[config.mk]
export PLATFORM = sky130hd
export DESIGN_NAME = swim_tx
export DESIGN_NICKNAME = d
export VERILOG_FILES = /design/src/rtl/swim_pkg.sv /design/src/rtl/swim_sync.sv /design/src/rtl/swim_tx.sv
export SDC_FILE = /design/constraint.sdc
export NUM_CORES = 1
export LEC_CHECK = 0
export CAP_MARGIN = 20
export CORE_AREA = 2 2 76 78
export DETAILED_ROUTE_END_ITERATION = 10
export DIE_AREA = 0 0 78 80
export GPL_ROUTABILITY_DRIVEN = 0
export PLACE_DENSITY_LB_ADDON = 0.08
export SLEW_MARGIN = 25
export SYNTH_ARGS = -nofsm -noshare
export SYNTH_HDL_FRONTEND = slang
export SYNTH_SLANG_ARGS = --single-unit
[constraint.sdc]
create_clock -name clk -period 10.8 [get_ports clk]
set_clock_uncertainty 0.05 [all_clocks]
set_input_delay 3.24 -clock clk [delete_from_list [all_inputs] [get_ports clk]]
set_output_delay 3.24 -clock clk [all_outputs]
set_load 0.02 [all_outputs]
[src/rtl/swim_pkg.sv]
// Shared SWIM transmit definitions: FSM encoding, bit-timing multipliers, frame sizes,
// and the frame bit-select helper.
package swim_pkg;

  typedef enum logic [2:0] {
    StIdle,
    StBit,
    StAckWait,
    StAckLow,
    StDone
  } state_e;

  // Timing multipliers in units of SWIM clocks.
  localparam int unsigned MulLong  = 20;
  localparam int unsigned MulShort = 2;
  localparam int unsigned MulBit   = 22;
  localparam int unsigned MulAck   = 8;

  localparam int unsigned CmdBits  = 3;
  localparam int unsigned DataBits = 8;

  localparam int unsigned CntW = 16;

  // Index of the parity bit: start bit is 0, payload bits are 1..N.
  function automatic logic [3:0] last_idx(input logic is_cmd);
    return is_cmd ? 4'(CmdBits + 1) : 4'(DataBits + 1);
  endfunction

  function automatic logic frame_bit(input logic [7:0] data, input logic is_cmd,
                                     input logic [3:0] idx);
    logic [3:0] n;
    logic [2:0] sel;
    logic       par;
    n   = is_cmd ? 4'(CmdBits) : 4'(DataBits);
    par = is_cmd ? ^data[2:0] : ^data;
    sel = 3'(n - idx);
    if (idx == 4'd0) begin
      return 1'b0;
    end else if (idx > n) begin
      return par;
    end else begin
      return data[sel];
    end
  endfunction

endpackage

[src/rtl/swim_sync.sv]
// Two-flop synchroniser for the SWIM pin with falling/rising edge detection
// on the synchronised level.
module swim_sync (
  input  logic clk,
  input  logic rst,
  input  logic din,
  output logic fall,
  output logic rise
);

  logic meta_q, sync_q, prev_q;

  // Flops reset high so an idle (pulled-up) line shows no spurious edge.
  always_ff @(posedge clk) begin
    if (!rst) begin
      meta_q <= 1'b1;
      sync_q <= 1'b1;
      prev_q <= 1'b1;
    end else begin
      meta_q <= din;
      sync_q <= meta_q;
      prev_q <= sync_q;
    end
  end

  assign fall = prev_q & ~sync_q;
  assign rise = ~prev_q & sync_q;

endmodule

[src/rtl/swim_tx.sv]
// SWIM frame transmitter: sends a 3-bit command or 8-bit data frame with parity,
// decodes the target ACK/NACK pulse and retries on NACK.
module swim_tx
  import swim_pkg::*;
#(
  parameter int unsigned CLK_PER_SWIM = 6,
  parameter int unsigned ACK_TIMEOUT  = 1056,
  parameter int unsigned MAX_RETRY    = 3
) (
  input  logic       clk,
  input  logic       rst,
  input  logic       en,
  input  logic [7:0] in_data,
  input  logic       in_is_cmd,
  input  logic       in_valid,
  output logic       in_ready,
  input  logic       swim_in,
  output logic       swim_oe,
  output logic       done,
  output logic       err,
  output logic       busy
);

  localparam logic [CntW-1:0] LongLen    = CntW'(MulLong * CLK_PER_SWIM);
  localparam logic [CntW-1:0] ShortLen   = CntW'(MulShort * CLK_PER_SWIM);
  localparam logic [CntW-1:0] BitLen     = CntW'(MulBit * CLK_PER_SWIM);
  localparam logic [CntW-1:0] AckLim     = CntW'(MulAck * CLK_PER_SWIM);
  localparam logic [CntW-1:0] LowMax     = CntW'(2 * MulBit * CLK_PER_SWIM);
  localparam logic [CntW-1:0] TimeoutLen = CntW'(ACK_TIMEOUT);
  localparam logic [3:0]      RetryMax   = 4'(MAX_RETRY);

  state_e          state_q, state_d;
  logic [CntW-1:0] cnt_q, cnt_d;
  logic [3:0]      idx_q, idx_d;
  logic [7:0]      data_q, data_d;
  logic            cmd_q, cmd_d;
  logic [3:0]      retry_q, retry_d;
  logic            gap_q, gap_d;
  logic            ack_q, ack_d;
  logic            oe_q, oe_d;
  logic            accept;
  logic            fall, rise;

  swim_sync u_sync (
    .clk  (clk),
    .rst  (rst),
    .din  (swim_in),
    .fall (fall),
    .rise (rise)
  );

  assign in_ready = en && rst && (state_q == StIdle);
  assign accept   = in_valid && in_ready;
  assign busy     = (state_q != StIdle);
  assign swim_oe  = oe_q;

  always_comb begin
    state_d = state_q;
    cnt_d   = cnt_q;
    idx_d   = idx_q;
    data_d  = data_q;
    cmd_d   = cmd_q;
    retry_d = retry_q;
    gap_d   = gap_q;
    ack_d   = ack_q;
    done    = 1'b0;
    err     = 1'b0;

    unique case (state_q)
      StIdle: begin
        if (accept) begin
          state_d = StBit;
          data_d  = in_data;
          cmd_d   = in_is_cmd;
          retry_d = '0;
          cnt_d   = '0;
          idx_d   = '0;
          gap_d   = 1'b0;
        end
      end
      StBit: begin
        // A resend is preceded by a short released gap counted in the same state.
        if (gap_q) begin
          if (cnt_q == ShortLen - 1'b1) begin
            gap_d = 1'b0;
            cnt_d = '0;
          end else begin
            cnt_d = cnt_q + 1'b1;
          end
        end else if (cnt_q == BitLen - 1'b1) begin
          cnt_d = '0;
          if (idx_q == last_idx(cmd_q)) begin
            state_d = StAckWait;
          end else begin
            idx_d = idx_q + 1'b1;
          end
        end else begin
          cnt_d = cnt_q + 1'b1;
        end
      end
      StAckWait: begin
        if (fall) begin
          state_d = StAckLow;
          cnt_d   = '0;
        end else if (cnt_q == TimeoutLen - 1'b1) begin
          err     = 1'b1;
          state_d = StIdle;
        end else begin
          cnt_d = cnt_q + 1'b1;
        end
      end
      StAckLow: begin
        // Low time includes the cycle the falling edge was seen, hence the strict compare.
        if (rise) begin
          state_d = StDone;
          ack_d   = (cnt_q < AckLim);
        end else if (cnt_q == LowMax - 1'b1) begin
          err     = 1'b1;
          state_d = StIdle;
        end else begin
          cnt_d = cnt_q + 1'b1;
        end
      end
      StDone: begin
        if (ack_q) begin
          done    = 1'b1;
          state_d = StIdle;
        end else if (retry_q == RetryMax) begin
          err     = 1'b1;
          state_d = StIdle;
        end else begin
          retry_d = retry_q + 1'b1;
          state_d = StBit;
          gap_d   = 1'b1;
          cnt_d   = '0;
          idx_d   = '0;
        end
      end
      default: state_d = StIdle;
    endcase

    oe_d = (state_d == StBit) && !gap_d &&
           (cnt_d < (frame_bit(data_d, cmd_d, idx_d) ? ShortLen : LongLen));
  end

  always_ff @(posedge clk) begin
    if (!rst) begin
      state_q <= StIdle;
      cnt_q   <= '0;
      idx_q   <= '0;
      data_q  <= '0;
      cmd_q   <= 1'b0;
      retry_q <= '0;
      gap_q   <= 1'b0;
      ack_q   <= 1'b0;
      oe_q    <= 1'b0;
    end else begin
      state_q <= state_d;
      cnt_q   <= cnt_d;
      idx_q   <= idx_d;
      data_q  <= data_d;
      cmd_q   <= cmd_d;
      retry_q <= retry_d;
      gap_q   <= gap_d;
      ack_q   <= ack_d;
      oe_q    <= oe_d;
    end
  end

endmodule

# --- Word-level counts from Yosys, hierarchy flattened ---
# Cells that the tools add are included.
# W data, S select, Z words.
word_totals:
  register_bits: 42
  latch_bits: 0
  ramBits: 0
  rom_bits: 0
  output_inout_bits: 5
  wordCells: 112
  n_memories: 0
op_classes:
  add_sub_neg: 4
  n_mul: 0
  n_div: 0
  magnitude_cmp: 4
  n_eq_ne: 14
  n_shift: 0
  n_mux: 60
  bitwise: 4
  n_reduce_logical: 14
op_table:
  columns: ["cell", "n"]
  rows:
  - ["$mux W16", 10]
  - ["$pmux W16 S5", 1]
  - ["$mux W4", 11]
  - ["$mux W3", 8]
  - ["$mux W1", 21]
  - ["$add A16 B1 Y16 const B", 1]
  - ["$eq A16 B11 Y1 const B", 1]
  - ["$eq A16 B4 Y1 const B", 1]
  - ["$eq A16 B8 Y1 const B", 1]
  - ["$eq A16 B9 Y1 const B", 1]
  - ["$lt A16 B6 Y1 const B", 1]
  - ["$lt A16 B7 Y1", 1]
  - ["$mux W8", 2]
  - ["$pmux W3 S5", 1]
  - ["$pmux W4 S3", 1]
  - ["$add A4 B1 Y4 const B", 2]
  - ["$pmux W4 S2", 1]
  - ["$reduce_xor A8 Y1", 1]
  - ["$mux W7", 1]
  - ["$eq A3 B1 Y1 const B", 2]
  - ["$eq A3 B2 Y1 const B", 2]
  - ["$ne A2 B2 Y1 const B", 3]
  - ["$pmux W1 S3", 2]
  - ["$logic_and A1 B1 Y1", 5]
  - ["17 further kinds", 19]

# --- Logic depth before layout (Yosys ltp) ---
# Gate-level depths: netlist of the first run.
logic_depth:
  ltp_word: 14
  mapped_depth: 24

# --- Modules after synthesis ---
# Synthesis of the first run repeated with hierarchy kept, for this count alone.
hier_totals:
  cells_unflattened: 380
  hier_area_um2: 2936.6
by_module_without_submodules:
  columns: ["mod", "instances", "cells_per_inst", "area_per_inst_um2", "seq_area_each_um2"]
  rows:
  - ["swim_tx", 1, 372, 2845.2, 780.7]
  - ["swim_sync", 1, 8, 91.3, 60.1]

# --- Worst setup path before layout of the first run ---
# OpenSTA, ideal clock, no wires.
synth_timing:
  path_type: "in2out"
  start: "in rst"
  end: "out in_ready"
  arrival_ns: 4.058
  slack_ns: 3.452
  stages: 4
  path_buffers: 2
  path_cell_list: "clkbuf_1 > clkbuf_1 > nand2_1 > nor2_1"
synth_between:
  elab_chain_cells: 2
synth_lines:
  columns: ["item", "line", "source"]
  rows:
  - ["from (decl)", "swim_tx.sv:11", "input logic rst,"]
  - ["$logic_and A1 B1 Y1 (2 in series)", "swim_tx.sv:52", "assign in_ready = en && rst && (state_q == StIdle);"]
  - ["to (decl)", "swim_tx.sv:16", "output logic in_ready,"]
# Every way passes these cells.

# --- Final worst setup path of the first run ---
layout_timing:
  start: "in rst"
  end: "reg oe_q, in the netlist swim_oe"
layout_between:
  elab_chain_cells: 14
  elab_cells_between_ends: 32
  classes_between: "1 x add/sub; 2 x order compare; 1 x eq/ne; 19 x mux; 9 x reduce/logical"
layout_lines:
  columns: ["item", "line", "source"]
  rows:
  - ["$logic_and A1 B1 Y1 * (2 in series)", "swim_tx.sv:52", null]
  - ["$logic_and A1 B1 Y1 *", "swim_tx.sv:53", "assign accept = in_valid && in_ready;"]
  - ["$mux W1 *", "swim_tx.sv:71", "if (accept) begin"]
  - ["$mux W1 *", "swim_tx.sv:69", "unique case (state_q)"]
  - ["via cmd_d", "swim_tx.sv:36", "logic cmd_q, cmd_d;"]
  - ["$mux W4", "swim_pkg.sv:34", "n = is_cmd ? 4'(CmdBits) : 4'(DataBits);"]
  - ["$sub A3 B3 Y3", "swim_pkg.sv:36", "sel = 3'(n - idx);"]
  - ["$bmux W1 S3", "swim_pkg.sv:42", "return data[sel];"]
  - ["$mux W1 (implied by the code)", "swim_pkg.sv:42", null]
  - ["$mux W1 *", "swim_pkg.sv:39", "end else if (idx > n) begin"]
  - ["$mux W1 *", "swim_pkg.sv:37", "if (idx == 4'd0) begin"]
  - ["$mux W7 *", "swim_tx.sv:143", "(cnt_d < (frame_bit(data_d, cmd_d, idx_d) ? ShortLen : LongLen));"]
  - ["$lt A16 B7 Y1 *", "swim_tx.sv:143", null]
  - ["$logic_and A1 B1 Y1 *", "swim_tx.sv:142", "oe_d = (state_d == StBit) && !gap_d &&"]
  - ["to (signal assigned)", "swim_tx.sv:156", "oe_q <= 1'b0;"]
  - ["to (signal assigned)", "swim_tx.sv:166", "oe_q <= oe_d;"]
  - ["to (decl)", "swim_tx.sv:40", "logic oe_q, oe_d;"]
# Mark *: on every way through the listed nets, which the timed path passes. The rest lies on a longest branch. The select of a mux whose other input is x is not followed.
# A chain may end at the register's enable or synchronous reset.

==> run metrics, run 1 <==
CTS clk-pin slew, worst paths=0.08 ns; FF-to-FF setup slack=5.79 ns; hold_buf cts=0; leakage power=1.24 nW; first-pass GRT wire length=12900 µm; startpoint types=input port; Post-synth top cells=nand2_1 (46), nor2_1 (43), dfxtp_1 (42), a21oi_1 (25), nand3_1 (18); Port Buffer Count=18; Post-Syn Area=3030 µm²; most frequent cell after synthesis=nand2_1; synth top area cells=dfxtp_1 (28%), nand2_1 (5.7%), nor2_1 (5.3%); Power Density=98.2 nW/µm²; Tot Pwr=0.327 mW; Net Count, Synth=413; initial antenna violation count=0; gr usage total=26.4%; Final setup viols=0; fin crit share=76.7%; vias=2909; grt total ovfl=0; fin nets=419; Sink Count=42; hpwl dp=5800 µm; Cells on Worst Hold Path=1; P&R area growth vs syn=9.66%; CTS tree=built; CP max FO=18; final WL=7750 µm; setup TNS=0 ns; Synth area leader=dfxtp_1; worst vdd ir=0.0795 mV; top-area cell type share of the netlist area=27.7%; final hold violation count=0; Die Y=80 µm; Syn Area/Cell=7.79 µm²; root buf cell=clkbuf_8; residual DRC count=0; synthesized instance count=389; RSZ-0062 raised after global routing=false; arrival time worst endpoint=8.46 ns; # rows=27; Async SR Flop Fraction=0%; layout cell share with drive strength beyond 1=7.58%; Netlist cell types=74; H-Tree Depth=2; r2r worst-path depth=18; Placeable Area=5410 µm²; Slew @ Worst Pin=0.821 ns; total CTS buffers=5; WP data required=10.98 ns; sequential cell area fraction in the yosys report=27.7%; worst rel slew slack=44.9%; postcts setup bufs=0; total die area=6240 µm²; Max Cap Viol=0; n_diodes=0; Max Clock Freq=121 MHz; Final Critical Period=8.28 ns; CTS resizes=0; largest net degree at the start of global routing=27; total I/O pin count=19; Crit Path Category=input port to register; drt wl/cell=16.6 µm; Worst Setup End Kind=register; EDFF count, synth=0; vias in the first global route=2711; status=finished, final reports clean; Post-DRT Antenna Nets=0; die width=78 µm; Slew Limit Fails=0; drt first pass iters=5; Top FF cell, synth=dfxtp_1; Yosys reg bits=42; Vias/cell=6.22; yosys warns=0; Skew-Pair Late Insertion Delay=0.30 ns; worst hold path type=register to register; First DRT Iteration DRCs=201; Clock Path Buffers=2; starting density of the core=56.1%
==> cells in the final DEF, fill, tap and decap left out, drive strengths merged, types with 3 or more instances in the layout <==
cell type      count
clkinv             3
inv               10
o21ai             14
nand2             46
and2              15
dfxtp             42
nor4b              3
and4               4
o2111ai            3
and3               9
nor3b              3
nor2              43
a211oi             4
xnor2             12
a21oi             26
mux2i             11
ha                 9
clkbuf             5
nand4              6
nand2b            10
nor3              11
a21o               5
a21boi             3
clkdlybuf4s50     18
a31oi             12
a41oi              3
nand3             20
or2                3
or3                5
==> routing by layer <==
layer	vias to the layer above	global-route usage, %	routed length [µm]
li1	1421	-	-
met2	133	42.2	3480
met4	0	10.9	172
met3	15	4.52	527
met5	-	0	0
met1	1340	35.2	3580
==> sequential cells by signal, summed over array words and instances (netlist names) <==
signal / count
data_q: 8
idx_q: 4
retry_q: 4
u_sync.meta_q: 1
u_sync.prev_q: 1
state_q: 3
cmd_q: 1
gap_q: 1
swim_oe: 1
ack_q: 1
u_sync.sync_q: 1
cnt_q: 16
==> power breakdown <==
group | internal [mW] | switching (mW)
registers | 0.157 | 0.00182
clock network | 0.0681 | 0.0562
logic | 0.0191 | 0.0244
==> cell families after synthesis <==
kind of cell	count (synthesis)	share of synthesized area [%]
AOI/OAI and AO/OA	88	20.1
DFF	42	27.7
xor gates and xnor gates	14	4.04
buffers and inverters	30	4.29
adders and majority gates	10	4.37
and+or+nand+nor	193	35.5
muxes	12	4.00
==> per-stage QoR <==
step                      hold WS, ns  utilization, %  area (µm²)  std cells  setup WS [ns]
after floorplan                 0.336               -        3030        389           3.45
after global placement          0.361            59.4        3210        460           2.33
after detailed placement        0.367            59.4        3210        460           2.00
after CTS                       0.390            61.5        3320        468           2.27
after global routing            0.403            61.5        3320        468           1.97
final                           0.383            61.5        3320        468           2.52
==> area by class of cell <==
class	count	area, µm²
clock inverter	3	40.0
tap	72	90.1
inverter	11	41.3
sequential	42	841
timing repair buffer	18	180
fill	530	2080
multi-input combinational	317	2060
clock buffer	5	68.8
==> critical path, cell delays in order <==
cell             delay (ns)
clkdlybuf4s50_1        0.90
nand3_1                0.28
nor2_2                 0.65
mux2i_1                0.51
inv_1                  0.22
fa_1                   0.58
inv_1                  0.15
nand2_1                0.07
nand2_1                0.07
nor3_1                 0.04
o2111ai_1              0.24
nand3_2                0.11
ha_1                   0.19
nor2_1                 0.09
nand4_1                0.09
a211o_1                0.24
a2111oi_0              0.37
nand4_1                0.21
a211oi_2               0.17
==> path summary, 6_finish.rpt <==
kind                   end           from
min          u_sync.sync_q  u_sync.meta_q
min reg2reg  u_sync.sync_q  u_sync.meta_q
max reg2reg        swim_oe     state_q[2]
max                swim_oe            rst
Power figures use the tool's default switching activity.
==> run 2: changes to the inputs <==
==> constraint.sdc (replaced) <==
create_clock -name clk -period 8.3 [get_ports clk]
set_clock_uncertainty 0.05 [all_clocks]
set_input_delay 2.49 -clock clk [delete_from_list [all_inputs] [get_ports clk]]
set_output_delay 2.49 -clock clk [all_outputs]
set_load 0.02 [all_outputs]
==> run 2 against run 1 <==
- power increased by 33%
- first-iteration DRC count increased by 8.0%
- worst hold slack improved by 0.0054 ns
- combinational power increased by 31%
- via count decreased by 1.6%
- design area increased by 0.41%
- sequential power increased by 30%
- cell count increased by 0.43%
- critical path depth increased by 2
- clock-buffer cell count increased by 1
- utilization increased by 0.25 points
- largest power group unchanged
==> run metrics, run 2 (synthesized netlist as in run 1, its figures left out) <==
CTS clk-pin slew, worst paths=0.09 ns; Worst Setup End Kind=register; residual DRC count=0; Skew-Pair Late Insertion Delay=0.31 ns; Cells on Worst Hold Path=1; Post-DRT Antenna Nets=0; RSZ-0062 raised after global routing=false; final setup margin=1.53 ns; Slew @ Worst Pin=0.797 ns; total die area=6240 µm²; Max Clock Freq=148 MHz; postcts setup bufs=0; largest net degree at the start of global routing=27; Final Critical Period=6.77 ns; largest register by flop count=cnt_q; Slew Limit Fails=0; startpoint types=input port; max reg flops=16; grt total ovfl=0; WP data required=8.49 ns; Tot Pwr=0.434 mW; layout cell share with drive strength beyond 1=7.54%; setup TNS=0 ns; CP max FO=18; most common cell after layout, fill and taps aside=nand2_1; Die Y=80 µm; die width=78 µm; gr usage total=25.9%; arrival time worst endpoint=6.96 ns; Power Density=130 nW/µm²; First DRT Iteration DRCs=217; Placed Area=3230 µm²; Crit Path Category=input port to register; Port Buffer Count=18; vias in the first global route=2637; r2r worst-path depth=23; Clock Path Buffers=2; CTS tree=built; Sink Count=42; Final Cell Area=3340 µm²; total I/O pin count=19; Max Cap Viol=0; initial antenna violation count=0; fin nets=421; hpwl dp=5780 µm; hold_buf cts=0; root buf cell=clkbuf_8; fin crit share=81.5%; Placement Setup Slack=1.31 ns; final hold violation count=0; starting density of the core=56.1%; worst rel slew slack=46.6%; CTS resizes=0; total CTS buffers=5; # rows=27; status=finished, final reports clean; Vias/cell=6.09; drt wl/cell=16.4 µm; most frequent cells in the layout=nand2_1 (46), nor2_1 (43), dfxtp_1 (42); leakage power=1.24 nW; biggest regs=cnt_q: 16 flops, data_q: 8 flops; worst vdd ir=0.0931 mV; drt first pass iters=4; final WL=7730 µm; vias=2862; P&R area growth vs syn=10.1%; Placeable Area=5410 µm²; H-Tree Depth=2; n_diodes=0; Final setup viols=0; first-pass GRT wire length=12800 µm; worst hold path type=register to register
run 2: cell types whose count changed in the layout (fill, tap and decap cells not counted):
| cell | before | now |
|---|---|---|
| buf_4 | 0 | 2 |
| clkbuf_1 | 0 | 1 |
| clkinv_2 | 2 | 0 |
| clkinvlp_4 | 0 | 1 |
| nor2_1 | 42 | 43 |
| nor2_2 | 1 | 0 |
run 2: report_power, final:
| part | internal, mW | leakage (nW) | total, mW | switching, mW |
|---|---|---|---|---|
| registers | 0.204 | 0.340 | 0.207 | 0.00231 |
| clock network | 0.0899 | 0.0514 | 0.170 | 0.0806 |
| logic | 0.0254 | 0.852 | 0.0568 | 0.0314 |
run 2: worst max-delay path: stages:
cell and delay (ns):
clkdlybuf4s50_1 0.45, buf_4 0.21, nand3_1 0.16, nor2_1 0.14
buf_4 0.23, mux2i_1 0.48, inv_1 0.24, fa_1 0.58
inv_1 0.14, nand2_1 0.07, nand2_1 0.07, nor3_1 0.05
o2111ai_1 0.24, nand3_2 0.12, ha_1 0.19, nor2_1 0.10
nand4_1 0.11, a211o_1 0.23, a2111oi_0 0.30, nand4_1 0.19
a211oi_2 0.17
run 2: path summary, 6_finish.rpt:
| check | end | slack, ns | from |
|---|---|---|---|
| worst max-delay path | swim_oe | 1.53 | rst |
| worst max register to register | swim_oe | 3.60 | cnt_q[0] |
| worst min register to register | u_sync.sync_q | 0.39 | u_sync.meta_q |
| worst min-delay path | u_sync.sync_q | 0.39 | u_sync.meta_q |
run 2: routing by layer:
| layer | global-route usage (%) | vias up | share of wire, % |
|---|---|---|---|
| li1 | - | 1424 | - |
| met1 | 34.1 | 1344 | 48 |
| met2 | 41.9 | 79 | 45 |
| met3 | 5.20 | 15 | 5.1 |
| met4 | 10.0 | 0 | 2.6 |
| met5 | 0 | - | 0 |
run 2: layout make-up:
| type | count | area (µm²) |
|---|---|---|
| Clock buffer | 6 | 72.6 |
| Clock inverter | 2 | 37.5 |
| Fill cell | 500 | 2070 |
| Inverter | 11 | 41.3 |
| Multi-Input combinational cell | 317 | 2060 |
| Sequential cell | 42 | 841 |
| Tap cell | 72 | 90.1 |
| Timing Repair Buffer | 20 | 195 |
run 2: per-stage QoR:
stage          std cells  utilization, %  hold WS, ns
2_1_floorplan        389               -        0.336
3_3_place_gp         462            59.7        0.365
4_1_cts              470            61.8        0.394
5_1_grt              470            61.8        0.424
3_5_place_dp         462            59.7        0.371
6_report             470            61.8        0.388
